`config.mk`:
```
export PLATFORM = sky130hd
export DESIGN_NAME = mem_requester
export DESIGN_NICKNAME = d
export VERILOG_FILES = /design/src/rtl/mem_requester.sv
export SDC_FILE = /design/constraint.sdc
export NUM_CORES = 1
export LEC_CHECK = 0
export BUFFER_PORTS_ARGS = -buffer_cell sky130_fd_sc_hd__buf_4
export CAP_MARGIN = 10
export CORE_MARGIN = 2
export CORE_UTILIZATION = 50
export CTS_CLUSTER_DIAMETER = 120
export DETAILED_ROUTE_END_ITERATION = 12
export PLACE_DENSITY = 0.77
export SLEW_MARGIN = 30
export SYNTH_ARGS = -nofsm -noshare
export SYNTH_HDL_FRONTEND = slang
export SYNTH_SLANG_ARGS = --single-unit
```
`constraint.sdc`:
```
create_clock -name clk -period 3.7 [get_ports clk]
set_input_delay 0.74 -clock clk [delete_from_list [all_inputs] [get_ports clk]]
set_output_delay 0.74 -clock clk [all_outputs]
set_load 0.005 [all_outputs]
```
`src/rtl/mem_requester.sv`:
```
`default_nettype none
// ============================================================================
// Module      : mem_requester
// Description : Single-outstanding initiator for the memory request/busy
//               protocol. Takes read/write commands on a valid/ready port,
//               drives memReq/memWr/memAddr/memDataIn, watches memBusyOut and
//               returns one response per command (timeout -> rsp_err).
// Revision    : 1.0 - initial release
// ============================================================================
module mem_requester #(
  parameter int MEM_ADDR_SIZE = 32,
  parameter int MEM_WORD_SIZE = 8,
  parameter int TIMEOUT       = 64
) (
  input  logic                     clk,
  input  logic                     reset,
  // client command channel
  input  logic                     cmd_valid,
  output logic                     cmd_ready,
  input  logic                     cmd_wr,
  input  logic [MEM_ADDR_SIZE-1:0] cmd_addr,
  input  logic [MEM_WORD_SIZE-1:0] cmd_wdata,
  // client response channel
  output logic                     rsp_valid,
  input  logic                     rsp_ready,
  output logic [MEM_WORD_SIZE-1:0] rsp_rdata,
  output logic                     rsp_err,
  output logic [15:0]              txn_count,
  // memory port
  output logic                     memReq,
  output logic                     memWr,
  output logic [MEM_ADDR_SIZE-1:0] memAddr,
  output logic [MEM_WORD_SIZE-1:0] memDataIn,
  input  logic                     memBusyOut,
  input  logic [MEM_WORD_SIZE-1:0] memDataOut
);

  // Timer value at which the stalled transaction is abandoned.
  localparam logic [15:0] C_TIMER_LAST = 16'(TIMEOUT - 1);

  typedef enum logic [1:0] {
    S_IDLE = 2'd0,
    S_REQ  = 2'd1,
    S_WAIT = 2'd2,
    S_RESP = 2'd3
  } state_t;

  state_t                     state_q,       state_d;
  logic                       mem_req_q,     mem_req_d;
  logic                       mem_wr_q,      mem_wr_d;
  logic [MEM_ADDR_SIZE-1:0]   mem_addr_q,    mem_addr_d;
  logic [MEM_WORD_SIZE-1:0]   mem_data_in_q, mem_data_in_d;
  logic                       rsp_valid_q,   rsp_valid_d;
  logic [MEM_WORD_SIZE-1:0]   rsp_rdata_q,   rsp_rdata_d;
  logic                       rsp_err_q,     rsp_err_d;
  logic [15:0]                txn_count_q,   txn_count_d;
  logic [15:0]                timer_q,       timer_d;

  // State and datapath registers; reset also drops memReq asynchronously.
  always_ff @(posedge clk or posedge reset) begin
    if (reset) begin
      state_q       <= S_IDLE;
      mem_req_q     <= 1'b0;
      mem_wr_q      <= 1'b0;
      mem_addr_q    <= '0;
      mem_data_in_q <= '0;
      rsp_valid_q   <= 1'b0;
      rsp_rdata_q   <= '0;
      rsp_err_q     <= 1'b0;
      txn_count_q   <= 16'd0;
      timer_q       <= 16'd0;
    end else begin
      state_q       <= state_d;
      mem_req_q     <= mem_req_d;
      mem_wr_q      <= mem_wr_d;
      mem_addr_q    <= mem_addr_d;
      mem_data_in_q <= mem_data_in_d;
      rsp_valid_q   <= rsp_valid_d;
      rsp_rdata_q   <= rsp_rdata_d;
      rsp_err_q     <= rsp_err_d;
      txn_count_q   <= txn_count_d;
      timer_q       <= timer_d;
    end
  end

  // Next-state logic: issue, wait for busy high then low, respond, or time out.
  always_comb begin
    state_d       = state_q;
    mem_req_d     = mem_req_q;
    mem_wr_d      = mem_wr_q;
    mem_addr_d    = mem_addr_q;
    mem_data_in_d = mem_data_in_q;
    rsp_valid_d   = rsp_valid_q;
    rsp_rdata_d   = rsp_rdata_q;
    rsp_err_d     = rsp_err_q;
    txn_count_d   = txn_count_q;
    timer_d       = timer_q;

    case (state_q)
      S_IDLE: begin
        if (cmd_valid) begin
          mem_wr_d      = cmd_wr;
          mem_addr_d    = cmd_addr;
          mem_data_in_d = cmd_wdata;
          mem_req_d     = 1'b1;
          timer_d       = 16'd0;
          state_d       = S_REQ;
        end
      end

      S_REQ: begin
        timer_d = timer_q + 16'd1;
        // Seeing busy is only progress, not completion, so the timeout
        // still takes priority here; this keeps the equality test exact.
        if (timer_q == C_TIMER_LAST) begin
          mem_req_d   = 1'b0;
          rsp_valid_d = 1'b1;
          rsp_err_d   = 1'b1;
          rsp_rdata_d = '0;
          state_d     = S_RESP;
        end else if (memBusyOut) begin
          // Drop the strobe now so the memory never sees a second request.
          mem_req_d = 1'b0;
          state_d   = S_WAIT;
        end
      end

      S_WAIT: begin
        timer_d = timer_q + 16'd1;
        if (!memBusyOut) begin
          // Completion wins over a coincident timeout.
          rsp_valid_d = 1'b1;
          rsp_err_d   = 1'b0;
          rsp_rdata_d = mem_wr_q ? '0 : memDataOut;
          txn_count_d = txn_count_q + 16'd1;
          state_d     = S_RESP;
        end else if (timer_q == C_TIMER_LAST) begin
          mem_req_d   = 1'b0;
          rsp_valid_d = 1'b1;
          rsp_err_d   = 1'b1;
          rsp_rdata_d = '0;
          state_d     = S_RESP;
        end
      end

      S_RESP: begin
        if (rsp_ready) begin
          rsp_valid_d = 1'b0;
          state_d     = S_IDLE;
        end
      end

      default: state_d = S_IDLE;
    endcase
  end

  assign cmd_ready = (state_q == S_IDLE);
  assign rsp_valid = rsp_valid_q;
  assign rsp_rdata = rsp_rdata_q;
  assign rsp_err   = rsp_err_q;
  assign txn_count = txn_count_q;
  assign memReq    = mem_req_q;
  assign memWr     = mem_wr_q;
  assign memAddr   = mem_addr_q;
  assign memDataIn = mem_data_in_q;

endmodule
`default_nettype wire

```
Word-level counts from Yosys, hierarchy flattened --
Cells that the tools add are included.
Word-level totals: flip-flop bits (word level) 86, output and inout port bits 69, input bits 54
Operators by class: reductions and logical operators 12, add/subtract/negate cells 2, equal/unequal tests 10, muxes and demuxes 26, bitwise gates (word level) 1
Operator list (number):
- $add A16 B1 Y16 const B | 2
- $pmux W16 S2 | 1
- $mux W8 | 3
- $eq A16 B6 Y1 const B | 1
- $mux W16 | 1
- $pmux W8 S2 | 1
- $mux W2 | 6
- $mux W1 | 10
- $ne A2 B2 Y1 const B | 4
- $pmux W2 S4 | 1
- $reduce_and A2 Y1 | 4
- $ne A3 B3 Y1 const B | 2
- $pmux W1 S3 | 2
- $reduce_bool A3 Y1 | 2
- $reduce_and A5 Y1 | 1
- $eq A2 B2 Y1 const B | 2
- $reduce_and A4 Y1 | 1
- $reduce_bool A2 Y1 | 2
- $eq A2 B1 Y1 const B | 1
- $logic_not A2 Y1 | 1
- $pmux W1 S2 | 1
- $reduce_or A2 Y1 | 1
- $not A1 Y1 | 1

Logic depth before layout (Yosys ltp) --
Gate-level depths: netlist (run 1).
word-level depth 4, depth in mapped cells 8

Worst setup path after synthesis (run 1) --
No wires, ideal clock.
path type register -> register, from register state_q[0], to register timer_q[10], data required time 3622 ps, arrival time 2099 ps, cell stages (with the launch flop) 9, slack 1523 ps, library setup time 78 ps, buffers on the path 2, cell sequence dfrtp_1 inv_1 ha_1 mux2i_1 buf_2 or4b_1 buf_2 or3_1 a21oi_1
Between the ends: elaborated cells on any way between the ends 8, those cells by class eq/ne (3); mux (1); reduce/logical (4)
RTL lines:
- start: declaration | line 48 | state_t state_q, state_d;
- start signal: assignment | line 73 | state_q <= state_d;
- $logic_not A2 Y1 *
- net cmd_ready | line 19 | output logic cmd_ready,
- $ne A2 B2 Y1 (no source line) / $reduce_bool A2 Y1 (equally long branches)
- $reduce_and A2 Y1 (no source line)
- end signal: assignment | line 82 | timer_q <= timer_d;
- end: declaration | line 57 | logic [15:0] timer_q, timer_d;
Mark *: on every way through the listed nets, which the timed path passes. The rest lies on a longest branch. A chain may end at the register's enable or synchronous reset.

Worst setup path in the final report (run 1) --
from register state_q[0], to register timer_q[15]
Between the ends: longest elaborated chain between the ends 4, elaborated cells on any way between the ends 8, those cells by class eq/ne (3); mux (1); reduce/logical (4)
RTL lines:
- $eq A2 B2 Y1 / $eq A2 B1 Y1 (equally long branches) | line 99 | case (state_q)
- $reduce_or A2 Y1 (no source line)
- $reduce_bool A2 Y1 (no source line)
- $reduce_and A2 Y1 (no source line)
Several ways; a longest one is shown, not always the timed one.

==> flow_summary_export.csv, run 1 <==
group,metric,value,unit
logic_synthesis,avgSynthCellArea,12.6,um2
die,die_area,8040,um2
logic_synthesis,synth.ff_latch_count,86,
clocking,root_buffer,"clkbuf_8",
clocking,cts-resized-gates,0,
logic_synthesis,syn_inst,292,
finish,syn_to_final_growth,33.3,%
finish,drive_gt1_share,44.1,%
finish,seq_area,2150,um2
die,std_cell_rows,31,
die,dieWidth,89.7,um
detailed_routing,wire_per_inst,15.1,um
grt,grt_overflow,0,
clocking,clock-sinks,86,
sta,setup_viol,0,
logic_synthesis,synth_edf_count,0,
placement,io_buffer_count,122,
grt,grt_first_pass_wirelength,12.2,mm
pwr,power_frac_clock,17.8,%
finish,final_cells,523,
sta,tns,0,ns
detailed_routing,vias,2713,
sta,maxClockFrequency,366,MHz
sta,period_minus_slack,2.73,ns
worst_setup_path,r2r-start,"state_q[0]",
logic_synthesis,async_flop_share,100,%
die,core_area,7180,um2
worst_setup_path,worstSetupStartpointType,"flop",
sta,slew_violations,0,
pwr,total_power,0.00352,W
clocking,cts_tree,"built",
pwr,p_sw,0.00113,W
logic_synthesis,yosys_warnings,0,
worst_setup_path,path_class,"flop to flop",
detailed_routing,route.detailed.drc,0,
finish,multi_input_area,1450,um2
clocking,ctsHoldBuffers,0,
logic_synthesis,ys_seq_area_share,58.7,%
pwr,pwr_density_cell,720,nW/um2
placement,dp_hpwl,5.77,mm
pwr,seq_power_share,42.9,%
clocking,cts_setup_buffers,0,
outcome,status,"completed",
grt,grt_pass1_vias,2645,
logic_synthesis,synth.most_common_cell,"dfrtp_1",
sta,finalHoldViolations,0,
flow_run,cap_violations,0,
clocking,h-tree-depth,3,
sta,slew_headroom,44.5,%
detailed_routing,ant_nets,0,
worst_setup_path,worstPathRequired,3.97,ns
detailed_routing,viasPerCell,5.19,
clocking,cts_made_buffers,9,
sta,rsz0062_at_grt,"no",
placement,dp_cells,507,
pwr,combPwrFrac,39.3,%
logic_synthesis,synthTopCellsByArea,"dfrtp_1, mux2_2, xnor2_1, ha_1, a22o_1",
worst_setup_path,worstSetupEndpointType,"flop",
worst_setup_path,critPathMaxFanout,11,
pwr,p_leak,2.35,nW
logic_synthesis,synth_top_area_cell,"dfrtp_1",
logic_synthesis,ys.flop_type,"dfrtp_1",
die,die_h,89.7,um
finish,fillers,539,
pwr,ir_worst_vdd,0.427,mV
sta,timing.final.crit_share,73.8,%
logic_synthesis,synth_common_cells,"dfrtp_1, mux2_2, nand2_1, xnor2_1, a21oi_1",
logic_synthesis,synth_nets,353,
pwr,p_sw_share,32.1,%
logic_synthesis,synth.cell_area,3670,um2
die,initial_utilization,51.1,%
worst_setup_path,reg2reg_slack,0.97,ns
hold_path,hp-class,"input port to asynchronous set/reset pin",
clocking,clockBufferDepth,2,
detailed_routing,drt_iter0_markers,112,
grt,grt_usage,19.8,%
placement,place_congestion,0.849,
clocking,path_clk_slew,0.09,ns
finish,n_antenna_cell,0,
clocking,insertion_delay,0.35,ns
sta,worstMarginPinSlew,0.829,ns
worst_setup_path,rr_worst_depth,6,
worst_setup_path,cp.arrival,3.00,ns
detailed_routing,wl,7.89,mm
grt,antenna_found_initial,0,
die,io_pins,123,
grt,grt_max_degree,42,
detailed_routing,first_pass_iters,4,
logic_synthesis,synth_cell_type_count,39,
worst_setup_path,reg2reg_to,"timer_q[15]",
sta,finalClockSkew,0.0128,ns
pwr,p_int,0.00239,W
logic_synthesis,post-synth-top-area-fraction,58.7,%
finish,final_nets,480,
## worst max-delay path by stage
stage / start / end / slack, ns / cells past startpoint
floorplan: reset / memAddr[0] / 0.74 / 1
global placement: state_q[0] / timer_q[13] / 1.19 / 6
detailed placement: state_q[0] / timer_q[15] / 1.02 / 6
CTS: state_q[0] / timer_q[15] / 1.00 / 6
global route: state_q[0] / timer_q[11] / 0.81 / 6
finish: state_q[0] / timer_q[15] / 0.97 / 6
## routing by layer
layer / up-vias / track usage, % / share of wire (%) / wire length, um
met5: - / 0 / 0 / 0
met4: 0 / 6.92 / 0.99 / 78
met3: 9 / 6.12 / 7.7 / 608
met2: 87 / 31.9 / 48 / 3810
met1: 1322 / 25.5 / 43 / 3400
li1: 1295 / - / - / -
## power groups by stage
stage | Sequential [W] | Combinational [W] | Clock, W
2_1_floorplan | 0.00152 | 0.000717 | 0
3_3_place_gp | 0.00150 | 0.00137 | 0
3_5_place_dp | 0.00152 | 0.00141 | 0
4_1_cts | 0.00151 | 0.00141 | 0.000647
5_1_grt | 0.00156 | 0.00153 | 0.000687
6_report | 0.00151 | 0.00139 | 0.000628
## cell usage in the layout, fill, tap and decap left out, drive strengths merged, types with 2 or more instances in the layout
cell type and n:
dfrtp 86, and4 2, or4 2, nor3 3
clkinvlp 2, or4b 2, a22o 9, nor2b 2
nand4 6, buf 125, xnor2 15, nor3b 2
clkinv 3, mux2 42, nand3 10, or3 8
xor2 5, nor2 12, o21ai 12, nand2 17
inv 10, mux2i 3, a21oi 13, ha 7
clkbuf 11, nor4 3
## stage by stage
step | utilization (%) | instance area (um2) | setup WS, ns | hold slack, ns
after floorplan | - | 3670 | 0.738 | 0.468
after global placement | 65.5 | 4700 | 1.19 | 0.465
after detailed placement | 65.5 | 4700 | 1.02 | 0.466
after CTS | 68.2 | 4890 | 1.00 | 0.417
after global routing | 68.2 | 4890 | 0.810 | 0.436
final | 68.2 | 4890 | 0.970 | 0.413
## state kept, by name, indices dropped and copies added, names as in the netlist
signal,count
memAddr,32
state_q,2
memWr,1
timer_q,16
memReq,1
rsp_rdata,8
memDataIn,8
rsp_valid,1
txn_count,16
rsp_err,1
## cell families after synthesis
logic type	count (synthesis)	share of synthesized area (%)
AND/OR/NAND/NOR	75	11.5
buffers and inverters	19	2.01
XOR/XNOR	20	4.77
flip-flops	86	58.7
multiplexers	45	13.7
AO/OA/AOI/OAI	40	6.99
adder cells (fa/ha/maj)	7	2.39
## cell type report
cell class,count,area share (%)
Tap cell,99,2.53
Timing Repair Buffer,125,19.2
Sequential cell,86,44.0
Inverter,10,0.793
Clock buffer,11,3.10
Multi-Input combinational cell,187,29.5
Clock inverter,5,0.844
## worst max-delay path, cell delays in order (launching register included)
cell     delay [ns]
dfrtp_1        0.43
inv_1          0.12
ha_1           0.51
mux2i_1        0.32
or4b_1         0.72
or3_1          0.40
a21oi_1        0.15
No activity file was read; power rests on OpenSTA's default activity.
==> run 2: changes to the inputs <==
--- a/config.mk
+++ b/config.mk
@@ -8,10 +8,10 @@
 export BUFFER_PORTS_ARGS = -buffer_cell sky130_fd_sc_hd__buf_4
 export CAP_MARGIN = 10
 export CORE_MARGIN = 2
-export CORE_UTILIZATION = 50
+export CORE_UTILIZATION = 45
 export CTS_CLUSTER_DIAMETER = 120
 export DETAILED_ROUTE_END_ITERATION = 12
-export PLACE_DENSITY = 0.77
+export PLACE_DENSITY = 0.73
 export SLEW_MARGIN = 30
 export SYNTH_ARGS = -nofsm -noshare
 export SYNTH_HDL_FRONTEND = slang
==> constraint.sdc (replaced) <==
create_clock -name clk -period 2.25 [get_ports clk]
set_input_delay 0.45 -clock clk [delete_from_list [all_inputs] [get_ports clk]]
set_output_delay 0.45 -clock clk [all_outputs]
set_load 0.005 [all_outputs]
==> run 2 against run 1 <==
Net effect: clock power is 78% higher; flip-flop and latch count is the same; core utilization is 4.0 points lower; critical path depth unchanged; register-to-register slack worse by 0.87 ns; largest power group unchanged.
==> flow_summary_export.csv, run 2 (synthesis results as in run 1) <==
group,metric,value,unit
outcome,status,"completed",
worst_setup_path,critPathMaxFanout,8,
placement,dp_hpwl,5.72,mm
die,io_pins,123,
grt,grt_pass1_vias,2740,
pwr,ir_worst_vdd,0.528,mV
sta,slew_violations,0,
sta,period_minus_slack,2.15,ns
finish,final_common_cell,"buf_4",
finish,final_cells,535,
detailed_routing,route.detailed.drc,0,
worst_setup_path,reg2reg_slack,0.10,ns
grt,grt_usage,18.5,%
worst_setup_path,cp_slowest_stage_delay,0.60,ns
finish,drive_gt1_share,45.7,%
worst_setup_path,path_buf_inv,1,
worst_setup_path,worstSetupStartpointType,"flop",
worst_setup_path,path_cells,"inv_1, ha_1, mux2i_1, or4b_4, or3_1, a21oi_1",
die,core_area,7810,um2
sta,tns,0,ns
detailed_routing,vias,2726,
pwr,pwr_density_cell,1200,nW/um2
hold_path,hp-class,"input port to asynchronous set/reset pin",
detailed_routing,drt_iter0_markers,138,
sta,finalHoldViolations,0,
die,die_h,94.3,um
clocking,cts_tree,"built",
sta,finalClockSkew,0.0160,ns
detailed_routing,first_pass_iters,4,
finish,final_cell_mix,"buf_4, dfrtp_1, mux2_2",
finish,fillers,617,
clocking,path_clk_slew,0.09,ns
sta,rsz0062_at_grt,"no",
worst_setup_path,r2r-start,"state_q[1]",
sta,timing.final.crit_share,95.5,%
grt,grt_first_pass_wirelength,12.8,mm
clocking,insertion_delay,0.35,ns
worst_setup_path,critical_path.slowest_cell,"or4b_4",
placement,place_congestion,0.858,
worst_setup_path,cp_top_family,"simple AND/OR/NAND/NOR gates",
finish,syn_to_final_growth,36.5,%
grt,antenna_found_initial,0,
sta,setup_viol,0,
sta,worstMarginPinSlew,0.802,ns
sta,slew_headroom,46.3,%
finish,final_nets,489,
finish,seq_area,2150,um2
placement,dp_cells,519,
finish,multi_input_area,1450,um2
clocking,cts_setup_buffers,0,
grt,grt_max_degree,87,
flow_run,cap_violations,0,
detailed_routing,wl,8.05,mm
detailed_routing,viasPerCell,5.10,
worst_setup_path,worstSetupEndpointType,"flop",
die,die_area,8890,um2
clocking,cts-resized-gates,0,
finish,n_antenna_cell,0,
clocking,cts_made_buffers,9,
detailed_routing,ant_nets,0,
worst_setup_path,rr_worst_depth,6,
die,dieWidth,94.3,um
finish,largest_register_ffs,32,
placement,io_buffer_count,122,
clocking,clock-sinks,86,
sta,whs,0.218,ns
die,initial_utilization,47.0,%
clocking,ctsHoldBuffers,0,
clocking,h-tree-depth,3,
die,std_cell_rows,32,
worst_setup_path,reg2reg_to,"timer_q[11]",
worst_setup_path,path_class,"flop to flop",
grt,grt_overflow,0,
worst_setup_path,cp.arrival,2.43,ns
pwr,p_leak,2.42,nW
clocking,clockBufferDepth,2,
worst_setup_path,worstPathRequired,2.53,ns
sta,maxClockFrequency,465,MHz
detailed_routing,wire_per_inst,15.0,um
clocking,root_buffer,"clkbuf_8",
-- run 2: cell count changes in the layout (fill, tap and decap cells not counted), sizes merged --
cell      previous run  this run
clkinvlp             2         1
inv                 10        13
buf                125       134
clkinv               3         2
bufinv               0         1
clkbuf              11         9
-- run 2: area by class of cell --
cell class	instances	share of cell area [%]
Multi-Input combinational cell	187	29.0
Sequential cell	86	43.0
Tap cell	102	2.55
Timing Repair Buffer	134	20.6
Clock buffer	9	2.47
Inverter	10	0.825
Clock inverter	7	1.55
-- run 2: how the worst max path moves through the flow --
| stage | start | to | slack, ns | depth (start not counted) |
|---|---|---|---|---|
| floorplan | state_q[0] | timer_q[10] | 0.07 | 8 |
| global placement | state_q[1] | timer_q[15] | 0.16 | 6 |
| detailed placement | state_q[1] | timer_q[13] | 0.08 | 6 |
| CTS | state_q[1] | timer_q[11] | 0.05 | 6 |
| global route | state_q[1] | timer_q[11] | 0.009 | 6 |
| finish | state_q[1] | timer_q[11] | 0.10 | 6 |
-- run 2: stage by stage --
stage | util, % | area [um2] | setup WS [ns] | total power [W]
floorplan | - | 3670 | 0.0733 | 0.00368
finish | 64.1 | 5010 | 0.101 | 0.00602
global placement | 61.4 | 4800 | 0.161 | 0.00487
detailed placement | 61.4 | 4800 | 0.0848 | 0.00495
global route | 64.1 | 5010 | 0.00940 | 0.00643
CTS | 64.0 | 5000 | 0.0462 | 0.00609
-- run 2: power by group --
| group | leakage (nW) | switching, W | internal (W) | total [W] |
|---|---|---|---|---|
| Combinational | 1.23 | 0.000973 | 0.00146 | 0.00243 |
| Sequential | 1.09 | 0.000361 | 0.00211 | 0.00247 |
| Clock | 0.106 | 0.000591 | 0.000530 | 0.00112 |
-- run 2: metal layers --
layer / share of wire [%] / vias to the layer above / global-route usage (%) / wire length, um
li1: - / 1314 / - / -
met2: 50 / 88 / 31.1 / 3990
met5: 0 / - / 0 / 0
met3: 6.9 / 4 / 5.62 / 555
met4: 0.53 / 0 / 5.07 / 43
met1: 43 / 1320 / 23.2 / 3460
-- run 2: worst register-to-register path, stage by stage (launching register included) --
cell     delay, ns
dfrtp_1       0.42
inv_1         0.11
ha_1          0.30
mux2i_1       0.13
or4b_4        0.60
or3_1         0.37
a21oi_1       0.15
